==> config.mk <==
export PLATFORM = sky130hd
export DESIGN_NAME = mem_wb_stage
export DESIGN_NICKNAME = d
export VERILOG_FILES = /design/src/rtl/mips_pkg.sv /design/src/rtl/load_extract.sv /design/src/rtl/mem_wb_stage.sv
export SDC_FILE = /design/constraint.sdc
export NUM_CORES = 1
export LEC_CHECK = 0
export ABC_CLOCK_PERIOD_IN_PS = 2500
export BUFFER_PORTS_ARGS = -buffer_cell sky130_fd_sc_hd__buf_2
export CORE_ASPECT_RATIO = 1.5
export CORE_MARGIN = 5
export CORE_UTILIZATION = 50
export CTS_BUF_LIST = sky130_fd_sc_hd__clkbuf_4 sky130_fd_sc_hd__clkbuf_8
export DETAILED_ROUTE_END_ITERATION = 16
export PLACE_DENSITY = 0.81
export SLEW_MARGIN = 20
export SYNTH_ARGS = -nofsm -noshare
export SYNTH_HDL_FRONTEND = slang
export SYNTH_SLANG_ARGS = --single-unit
==> constraint.sdc <==
create_clock -name clk -period 2.5 [get_ports clk]
set_clock_uncertainty 0.15 [all_clocks]
set_input_delay 0.125 -clock clk [delete_from_list [all_inputs] [get_ports clk]]
set_output_delay 0.125 -clock clk [all_outputs]
set_load 0.02 [all_outputs]
==> src/rtl/mips_pkg.sv <==
// Shared MIPS datapath definitions: default widths, load-type encodings, MEM/WB state enum.
// Declarations only: no timing and no backpressure of its own.
package mips_pkg;

    localparam int DATA_W_DEF = 32;
    localparam int REG_AW_DEF = 5;

    typedef enum logic [2:0] {
        LT_LW  = 3'd0,
        LT_LB  = 3'd1,
        LT_LBU = 3'd2,
        LT_LH  = 3'd3,
        LT_LHU = 3'd4
    } load_type_e;

    typedef enum logic [1:0] {
        ST_IDLE     = 2'd0,
        ST_MEM_WAIT = 2'd1,
        ST_WRITE    = 2'd2
    } wb_state_e;

    // Bytes never fault; halfwords need addr[0]=0; words and unknown encodings need addr[1:0]=0.
    function automatic logic load_misaligned(input logic [2:0] lt, input logic [1:0] off);
        logic r;
        case (lt)
            LT_LB, LT_LBU: r = 1'b0;
            LT_LH, LT_LHU: r = off[0];
            default:       r = |off;
        endcase
        return r;
    endfunction

endpackage

==> src/rtl/load_extract.sv <==
// Combinational little-endian byte/halfword select with sign/zero extension.
// Only exists when MEM_WB_LOAD_EXT_EN is defined; zero latency, no backpressure.
`ifdef MEM_WB_LOAD_EXT_EN
module load_extract
    import mips_pkg::*;
#(
    parameter int DATA_W = DATA_W_DEF
) (
    input  logic [DATA_W-1:0] i_word,
    input  logic [1:0]        i_off,
    input  logic [2:0]        i_type,
    output logic [DATA_W-1:0] o_data
);

    logic [7:0]  w_byte;
    logic [15:0] w_half;

    always_comb begin
        w_byte = i_word[{i_off, 3'b000} +: 8];
        w_half = i_word[{i_off[1], 4'b0000} +: 16];
        o_data = i_word;
        case (i_type)
            LT_LB:   o_data = {{(DATA_W-8){w_byte[7]}}, w_byte};
            LT_LBU:  o_data = {{(DATA_W-8){1'b0}}, w_byte};
            LT_LH:   o_data = {{(DATA_W-16){w_half[15]}}, w_half};
            LT_LHU:  o_data = {{(DATA_W-16){1'b0}}, w_half};
            default: o_data = i_word;
        endcase
    end

endmodule
`endif

==> src/rtl/mem_wb_stage.sv <==
// MEM/WB stage: ALU results written back 1 cycle after accept; loads hold one dmem read and write back 1 cycle after ack.
// in_ready drops only while a load waits (aborts on misalignment or TIMEOUT); sub-word loads need MEM_WB_LOAD_EXT_EN, else all loads are LW.
module mem_wb_stage
    import mips_pkg::*;
#(
    parameter int DATA_W  = DATA_W_DEF,
    parameter int REG_AW  = REG_AW_DEF,
    parameter int TIMEOUT = 255
) (
    input  logic              clk,
    input  logic              rst_n,
    input  logic              in_valid,
    output logic              in_ready,
    input  logic              in_reg_write,
    input  logic              in_mem_to_reg,
    input  logic [REG_AW-1:0] in_dest,
    input  logic [DATA_W-1:0] in_alu_result,
    input  logic [2:0]        in_load_type,
    output logic              dmem_req,
    output logic [DATA_W-1:0] dmem_addr,
    input  logic [DATA_W-1:0] dmem_rdata,
    input  logic              dmem_ack,
    output logic              we3,
    output logic [REG_AW-1:0] a3,
    output logic [DATA_W-1:0] wd3,
    output logic              err
);

    localparam int CNT_W = (TIMEOUT > 1) ? $clog2(TIMEOUT) : 1;

    wb_state_e         r_state, w_state_nxt;
    logic [CNT_W-1:0]  r_cnt, w_cnt_nxt;
    logic [REG_AW-1:0] r_dest, w_dest_nxt;
    logic              r_reg_write, w_rw_nxt;
    logic              r_req, w_req_nxt;
    logic [DATA_W-1:0] r_addr, w_addr_nxt;
    logic              r_we3, w_we3_nxt;
    logic [REG_AW-1:0] r_a3, w_a3_nxt;
    logic [DATA_W-1:0] r_wd3, w_wd3_nxt;
    logic              r_err, w_err_nxt;
    logic              w_accept;
    logic              w_misaligned;
    logic [DATA_W-1:0] w_load_data;

    assign in_ready  = (r_state != ST_MEM_WAIT);
    assign w_accept  = in_valid & in_ready;
    assign dmem_req  = r_req;
    assign dmem_addr = r_addr;
    assign we3       = r_we3;
    assign a3        = r_a3;
    assign wd3       = r_wd3;
    assign err       = r_err;

`ifdef MEM_WB_LOAD_EXT_EN
    logic [2:0] r_type, w_type_nxt;
    logic [1:0] r_off, w_off_nxt;

    assign w_misaligned = load_misaligned(in_load_type, in_alu_result[1:0]);

    load_extract #(.DATA_W(DATA_W)) u_load_extract (
        .i_word (dmem_rdata),
        .i_off  (r_off),
        .i_type (r_type),
        .o_data (w_load_data)
    );

    always_ff @(posedge clk or negedge rst_n) begin
        if (!rst_n) begin
            r_type <= '0;
            r_off  <= '0;
        end else begin
            r_type <= w_type_nxt;
            r_off  <= w_off_nxt;
        end
    end
`else
    logic [2:0] w_unused_load_type;

    assign w_unused_load_type = in_load_type;
    assign w_misaligned       = |in_alu_result[1:0];
    assign w_load_data        = dmem_rdata;
`endif

    // Write-port registers only change on an actual write, so a3/wd3 hold while we3=0.
    always_comb begin
        w_state_nxt = r_state;
        w_cnt_nxt   = r_cnt;
        w_dest_nxt  = r_dest;
        w_rw_nxt    = r_reg_write;
        w_req_nxt   = r_req;
        w_addr_nxt  = r_addr;
        w_we3_nxt   = 1'b0;
        w_a3_nxt    = r_a3;
        w_wd3_nxt   = r_wd3;
        w_err_nxt   = 1'b0;
`ifdef MEM_WB_LOAD_EXT_EN
        w_type_nxt  = r_type;
        w_off_nxt   = r_off;
`endif
        case (r_state)
            ST_MEM_WAIT: begin
                if (dmem_ack) begin
                    w_state_nxt = ST_WRITE;
                    w_req_nxt   = 1'b0;
                    if (r_reg_write && (r_dest != '0)) begin
                        w_we3_nxt = 1'b1;
                        w_a3_nxt  = r_dest;
                        w_wd3_nxt = w_load_data;
                    end
                end else if (r_cnt == CNT_W'(TIMEOUT - 1)) begin
                    w_state_nxt = ST_IDLE;
                    w_req_nxt   = 1'b0;
                    w_err_nxt   = 1'b1;
                end else begin
                    w_cnt_nxt = r_cnt + CNT_W'(1);
                end
            end
            default: begin
                w_state_nxt = ST_IDLE;
                if (w_accept) begin
                    if (!in_mem_to_reg) begin
                        w_state_nxt = ST_WRITE;
                        if (in_reg_write && (in_dest != '0)) begin
                            w_we3_nxt = 1'b1;
                            w_a3_nxt  = in_dest;
                            w_wd3_nxt = in_alu_result;
                        end
                    end else if (w_misaligned) begin
                        w_err_nxt = 1'b1;
                    end else begin
                        w_state_nxt = ST_MEM_WAIT;
                        w_req_nxt   = 1'b1;
                        w_addr_nxt  = {in_alu_result[DATA_W-1:2], 2'b00};
                        w_cnt_nxt   = '0;
                        w_dest_nxt  = in_dest;
                        w_rw_nxt    = in_reg_write;
`ifdef MEM_WB_LOAD_EXT_EN
                        w_type_nxt  = in_load_type;
                        w_off_nxt   = in_alu_result[1:0];
`endif
                    end
                end
            end
        endcase
    end

    always_ff @(posedge clk or negedge rst_n) begin
        if (!rst_n) begin
            r_state     <= ST_IDLE;
            r_cnt       <= '0;
            r_dest      <= '0;
            r_reg_write <= 1'b0;
            r_req       <= 1'b0;
            r_addr      <= '0;
            r_we3       <= 1'b0;
            r_a3        <= '0;
            r_wd3       <= '0;
            r_err       <= 1'b0;
        end else begin
            r_state     <= w_state_nxt;
            r_cnt       <= w_cnt_nxt;
            r_dest      <= w_dest_nxt;
            r_reg_write <= w_rw_nxt;
            r_req       <= w_req_nxt;
            r_addr      <= w_addr_nxt;
            r_we3       <= w_we3_nxt;
            r_a3        <= w_a3_nxt;
            r_wd3       <= w_wd3_nxt;
            r_err       <= w_err_nxt;
        end
    end

endmodule

==> metrics.csv, run 1 <==
metric,value,unit
outcome,"finished, final reports clean",
fin_crit,2.38,ns
final_util,76.1,%
power_leakage,0.00311,uW
hold-worst-slack,0.175,ns
route.vias.total,3872,
critPathTopFamily,buffers and inverters,
end_kind,register,
place_inst,660,
fp.coreArea,7660,sq um
layout_common_cells,"225 x nand2_1, 144 x buf_2, 86 x dfrtp_1",
synth_cells,425,
clk_pin_slew,0.08,ns
die_area,9800,sq um
rows,39,
vias_per_cell,5.13,
grt_start_max_net_pins,87,
synthFlopType,dfrtp_1,
finalCritPeriodShare,95.1,%
clk_latency,0.35,ns
combPwrFrac,30.5,%
antenna_found_initial,1,
start_util,51.5,%
cp.required,2.58,ns
path_class,reg -> reg,
clockPowerShare,26.4,%
slowest_stage,dlygate4sd3_1,
cts_buffers,9,
synth-edff-count,0,
drcViolationCount,0,
gp_congestion,0.861,
power.internal,2900,uW
cts_tree,done,
clkSinkCount,86,
dp_hpwl,7.29,mm
syn_avg_cell_area,9.28,sq um
hp-class,in -> async,
die_h,119,um
critical_path_arrival,2.45,ns
power_density,738,nW/um^2
yosys_warnings,0,
antenna_left,0,
layout_commonest_cell,nand2_1,
die_w,82.5,um
routed_wirelength,12.3,mm
rsz0062_at_grt,false,
instances_no_fill,755,
critical_path.cell_chain,nor2b_4 > clkinvlp_4 > nand3_1 > dlygate4sd3_1 > o2bb2ai_1 > dlygate4sd3_1,
syn-cell-area,3950,sq um
grt_pass1_wl,19.5,mm
setup_tns,0,ns
layout-drive-gt1-share,33.0,%
synthArstFlopShare,100,%
cpMostUsedCell,dlygate4sd3_1,
port_buffers,145,
grt_usage,25.9,%
drv_cap,0,
grt-ovfl-total,0,
cp_num_buf_inv,3,
drt_iter0_drc,282,
area_growth,47.7,%
htreeDepth,3,
max_freq,421,MHz
final_nets,727,
setup_viol,0,
sw_frac_of_total,32.5,%
cts_root_buf,clkbuf_8,
wl_per_cell,16.2,um
clock_path_buffers,2,
start_kind,register,
ys_seq_area_share,54.6,%
firstDrtPassIters,4,
synth-seq-cells,86,
ys_types,37,
ir_worst_vdd,0.000601,V
first_global_vias,4123,
slowest_delay,0.57,ns
ios,151,
hold_viol_final,0,
p_seq_share,43.1,%
slew_viol_final,0,
cp_max_fo,7,
p_switching,1400,uW
[final timing paths]
kind | depth (start not counted) | slack (ns) | startpoint | endpoint
max | 6 | 0.12 | r_state[1] | err
min | 3 | 0.18 | rst_n | a3[1]
max reg2reg | 6 | 0.12 | r_state[1] | err
min reg2reg | 2 | 0.33 | dmem_addr[21] | dmem_addr[21]
max in group asynchronous | 3 | 1.64 | rst_n | wd3[6]
min in group clk | 4 | 0.20 | in_valid | r_dest[4]
[Yosys cell counts, types with 3 or more instances]
cell	number	share of area [%]
buf_6	3	0.86
clkbuf_1	17	1.6
dfrtp_1	86	55
mux2_2	18	5.1
mux2_4	19	7.2
nand2_1	225	21
nand3_1	8	1.0
nor2_1	5	0.48
o21ai_0	7	0.89
or4_1	3	0.57
[registers in the layout, summed over array words and instances (netlist names)]
signal	count
r_reg_write	1
dmem_addr	30
r_cnt	8
err	1
r_state	2
wd3	32
dmem_req	1
r_dest	5
we3	1
a3	5
[power by group through the flow]
| stage | registers, uW | logic [uW] | clock network (uW) |
|---|---|---|---|
| 2_1_floorplan | 2190 | 393 | 0 |
| 3_3_place_gp | 1860 | 1170 | 0 |
| 3_5_place_dp | 1870 | 1190 | 0 |
| 4_1_cts | 1850 | 1290 | 1160 |
| 5_1_grt | 1890 | 1410 | 1200 |
| 6_report | 1860 | 1310 | 1130 |
[area by class of cell]
cell class,instances,area (sq um)
diodes,1,2.50
clock buffers,13,173
clock inverters,3,65.1
fillers,506,1830
inverters,3,15.0
multi-input cells,313,1680
flip-flops and latches,86,2150
well taps,102,128
repair buffers,234,1620
[cells by family after synthesis]
kind of cell | count (synthesis) | synth area share [%]
other | 1 | 0.0951
multiplexers | 37 | 12.4
buffers and inverters | 27 | 3.39
AND/OR/NAND/NOR | 254 | 25.8
adder cells (fa/ha/maj) | 2 | 0.634
flip-flops | 86 | 54.6
AO/OA/AOI/OAI | 18 | 3.17
[metrics by stage]
stage / total power [uW] / setup WS (ns) / instance area, sq um
3_5_place_dp: 3070 / 0.410 / 4800
4_1_cts: 4300 / 0.0395 / 5800
5_1_grt: 4500 / 0.0166 / 5830
3_3_place_gp: 3030 / 0.441 / 4800
6_report: 4300 / 0.124 / 5830
2_1_floorplan: 2580 / 0.499 / 3950
[worst register-to-register path, stage by stage, from the launching register on]
cell and delay [ns]:
dfrtp_1 0.43, nor2b_4 0.20, clkinvlp_4 0.18, nand3_1 0.12, dlygate4sd3_1 0.55, o2bb2ai_1 0.05, dlygate4sd3_1 0.57
[per-layer routing]
layer	vias up	GRT usage [%]	routed length, um
met5	-	0	0
met4	0	16.5	590
met3	46	4.64	743
met2	151	44.4	6450
met1	1875	28.4	4480
li1	1800	-	-
[timing repair]
item                                    CTS  global route
hold buffers                             76             0
setup buffers                             0             2
gates resized for setup                   0             2
endpoints found under the setup margin    0             3
hold endpoints to repair                161             0
(Power assumes the default switching activity.)
==> run 2, diff against run 1 <==
--- a/config.mk
+++ b/config.mk
@@ -5,6 +5,7 @@
 export SDC_FILE = /design/constraint.sdc
 export NUM_CORES = 1
 export LEC_CHECK = 0
+export ABC_AREA = 1
 export ABC_CLOCK_PERIOD_IN_PS = 2500
 export BUFFER_PORTS_ARGS = -buffer_cell sky130_fd_sc_hd__buf_2
 export CORE_ASPECT_RATIO = 1.5
@@ -12,7 +13,9 @@
 export CORE_UTILIZATION = 50
 export CTS_BUF_LIST = sky130_fd_sc_hd__clkbuf_4 sky130_fd_sc_hd__clkbuf_8
 export DETAILED_ROUTE_END_ITERATION = 16
+export HOLD_SLACK_MARGIN = 0.1
 export PLACE_DENSITY = 0.81
+export SKIP_LAST_GASP = 1
 export SLEW_MARGIN = 20
 export SYNTH_ARGS = -nofsm -noshare
 export SYNTH_HDL_FRONTEND = slang
==> metrics.csv, run 2 <==
metric,value,unit,change
max_freq,458,MHz,was 421 MHz
ir_worst_vdd,0.000564,V,was 0.000601 V
synth-seq-cells,86,,unchanged
wl_per_cell,15.9,um,was 16.2 um
drt-met1-wl,4.79,mm,was 4.48 mm
post_cts.repair.setup_buffers,0,,unchanged
setup_tns,0,ns,unchanged
num-fill-cells,575,,was 506
rsz0062_at_grt,false,,unchanged
drv_cap,0,,unchanged
die_w,83.6,um,was 82.5 um
ctsHoldBuffers,77,,was 76
fp.coreArea,7960,sq um,was 7660 sq um
area_growth,43.0,%,was 47.7%
vias_per_cell,5.23,,was 5.13
cp_max_fo,38,,was 7
slew_viol_final,0,,unchanged
layout-drive-gt1-share,24.4,%,was 33.0%
fin_ws,0.315,ns,was 0.124 ns
power,3950,uW,was 4300 uW
yosysMostFrequentCell,nand2_1,,unchanged
hp-class,in -> async,,unchanged
cts_tree,done,,unchanged
pre_cts_slack,0.663,ns,was 0.410 ns
rows,40,,was 39
clock_path_buffers,2,,unchanged
cts_buffers,9,,unchanged
reg2reg_setup_slack,0.32,ns,was 0.12 ns
wl_met2,6.96,mm,was 6.45 mm
startpoint,r_state[1],,unchanged
outcome,"finished, final reports clean",,unchanged
wl_met3,966,um,was 743 um
cts_root_buf,clkbuf_8,,unchanged
path_class,reg -> reg,,unchanged
clkSinkCount,86,,unchanged
antenna_left,0,,unchanged
ios,151,,unchanged
reg2reg_depth,9,,was 6
htreeDepth,3,,unchanged
finalCritPeriodShare,87.4,%,was 95.1%
start_util,51.0,%,was 51.5%
port_buffers,145,,unchanged
antenna_found_initial,0,,was 1
fin_crit,2.18,ns,was 2.38 ns
clk_pin_slew,0.08,ns,about the same
hold_viol_final,0,,unchanged
die_area,10100,sq um,was 9800 sq um
layout_commonest_cell,nand2_1,,unchanged
synthFlopType,dfrtp_1,,unchanged
firstDrtPassIters,5,,was 4
grt-ovfl-total,0,,unchanged
drcViolationCount,0,,unchanged
ys_seq_area_share,53.0,%,was 54.6%
synthArstFlopShare,100,%,unchanged
grt_start_max_net_pins,87,,unchanged
r2r_start,r_state[1],,unchanged
end_kind,register,,unchanged
grt_usage,26.7,%,was 25.9%
cp.required,2.64,ns,was 2.58 ns
final_nets,823,,was 727
synth_top_cell_by_area,dfrtp_1,,unchanged
power_leakage,0.00325,uW,was 0.00311 uW
synth_cells,527,,was 425
yosys_warnings,0,,unchanged
antenna_cells,0,,was 1
layout_common_cells,"296 x nand2_1, 144 x buf_2, 86 x dfrtp_1",,"was 225 x nand2_1, 144 x buf_2, 86 x dfrtp_1"
synth-edff-count,0,,unchanged
synth_common_cells,"296 x nand2_1, 86 x dfrtp_1, 49 x nand3_1",,"was 225 x nand2_1, 86 x dfrtp_1, 19 x mux2_4"
syn-cell-area,4060,sq um,was 3950 sq um
setup_viol,0,,unchanged
routed_wirelength,13.5,mm,was 12.3 mm
post_cts_resized,0,,unchanged
route.vias.total,4447,,was 3872
dr.max_layer_used,met4,,unchanged
synthTopCellsByArea,"dfrtp_1 53%, nand2_1 27%, nand3_1 6.0%",,"was dfrtp_1 55%, nand2_1 21%, mux2_4 7.2%"
ys_types,25,,was 37
multi_input_area,1670,sq um,was 1680 sq um
dp_hpwl,8.02,mm,was 7.29 mm
synth_top_area_share,53.0,%,was 54.6%
final_util,72.9,%,was 76.1%
start_kind,register,,unchanged
critical_path_arrival,2.33,ns,was 2.45 ns
reg2reg_to,wd3[0],,was err
power_density,682,nW/um^2,was 738 nW/um^2
first_global_vias,4544,,was 4123
clk_latency,0.36,ns,was 0.35 ns
regArea,2150,sq um,unchanged
largest_register_ff_count,32,,unchanged
grt_pass1_wl,21.4,mm,was 19.5 mm
drt_iter0_drc,362,,was 282
endpoint,wd3[0],,was err
gp_congestion,0.844,,was 0.861
syn_avg_cell_area,7.70,sq um,was 9.28 sq um
die_h,120,um,was 119 um
[run 2: logic make-up (layout without fill, tap and decap cells)]
group | Yosys count | in the layout | synth area share (%)
compound gates | 22 | 22 | 3.11
simple gates | 367 | 367 | 36.5
buf+inv | 46 | 263 | 6.04
flops | 86 | 86 | 53.0
xor+xnor | 3 | 3 | 0.647
other cells | 1 | 2 | 0.0924
fa+ha+maj | 2 | 2 | 0.616
[run 2: through the flow]
step / instance area (sq um) / hold slack [ns] / std cells
6_report: 5800 / 0.197 / 850
4_1_cts: 5800 / 0.219 / 850
3_3_place_gp: 4850 / 0.0426 / 760
2_1_floorplan: 4060 / -0.321 / 528
3_5_place_dp: 4850 / 0.0509 / 760
5_1_grt: 5800 / 0.254 / 850
[run 2: worst max-delay path, cell delays in order (launching register included)]
cell and delay [ns]:
dfrtp_1 0.36, inv_1 0.06, nand2_2 0.17, inv_2 0.11, buf_4 0.40, nand2_1 0.12, nand2_1 0.07, dlygate4sd3_1 0.55
nand2_1 0.05, nand2_1 0.06
[run 2: power breakdown]
part | leakage, uW | total [uW] | switching, uW | internal (uW)
clock network | 0.0000945 | 952 | 470 | 483
logic | 0.00206 | 1200 | 750 | 448
registers | 0.00109 | 1800 | 151 | 1650
total | 0.00325 | 3950 | 1370 | 2580
[run 2: final cells by class]
class / count / area share [%]
flip-flops and latches: 86 / 37.1
clock buffers: 11 / 2.50
repair buffers: 234 / 27.8
clock inverters: 2 / 0.604
multi-input cells: 396 / 28.7
well taps: 105 / 2.26
inverters: 16 / 1.03
[run 2: worst min path at each step]
stage	startpoint	to	slack, ns
after global routing	rst_n	r_dest[4]	0.25
after floorplan	rst_n	a3[0]	-0.32
after global placement	rst_n	r_cnt[5]	0.04
final	rst_n	r_cnt[5]	0.20
after CTS	rst_n	r_cnt[4]	0.22
after detailed placement	rst_n	r_cnt[6]	0.05
[run 2: per-layer routing]
metal | GRT usage, % | up-vias
met5 | 0 | -
met4 | 18.9 | 0
met3 | 5.39 | 67
met2 | 45.8 | 241
met1 | 29.1 | 2082
li1 | - | 2057
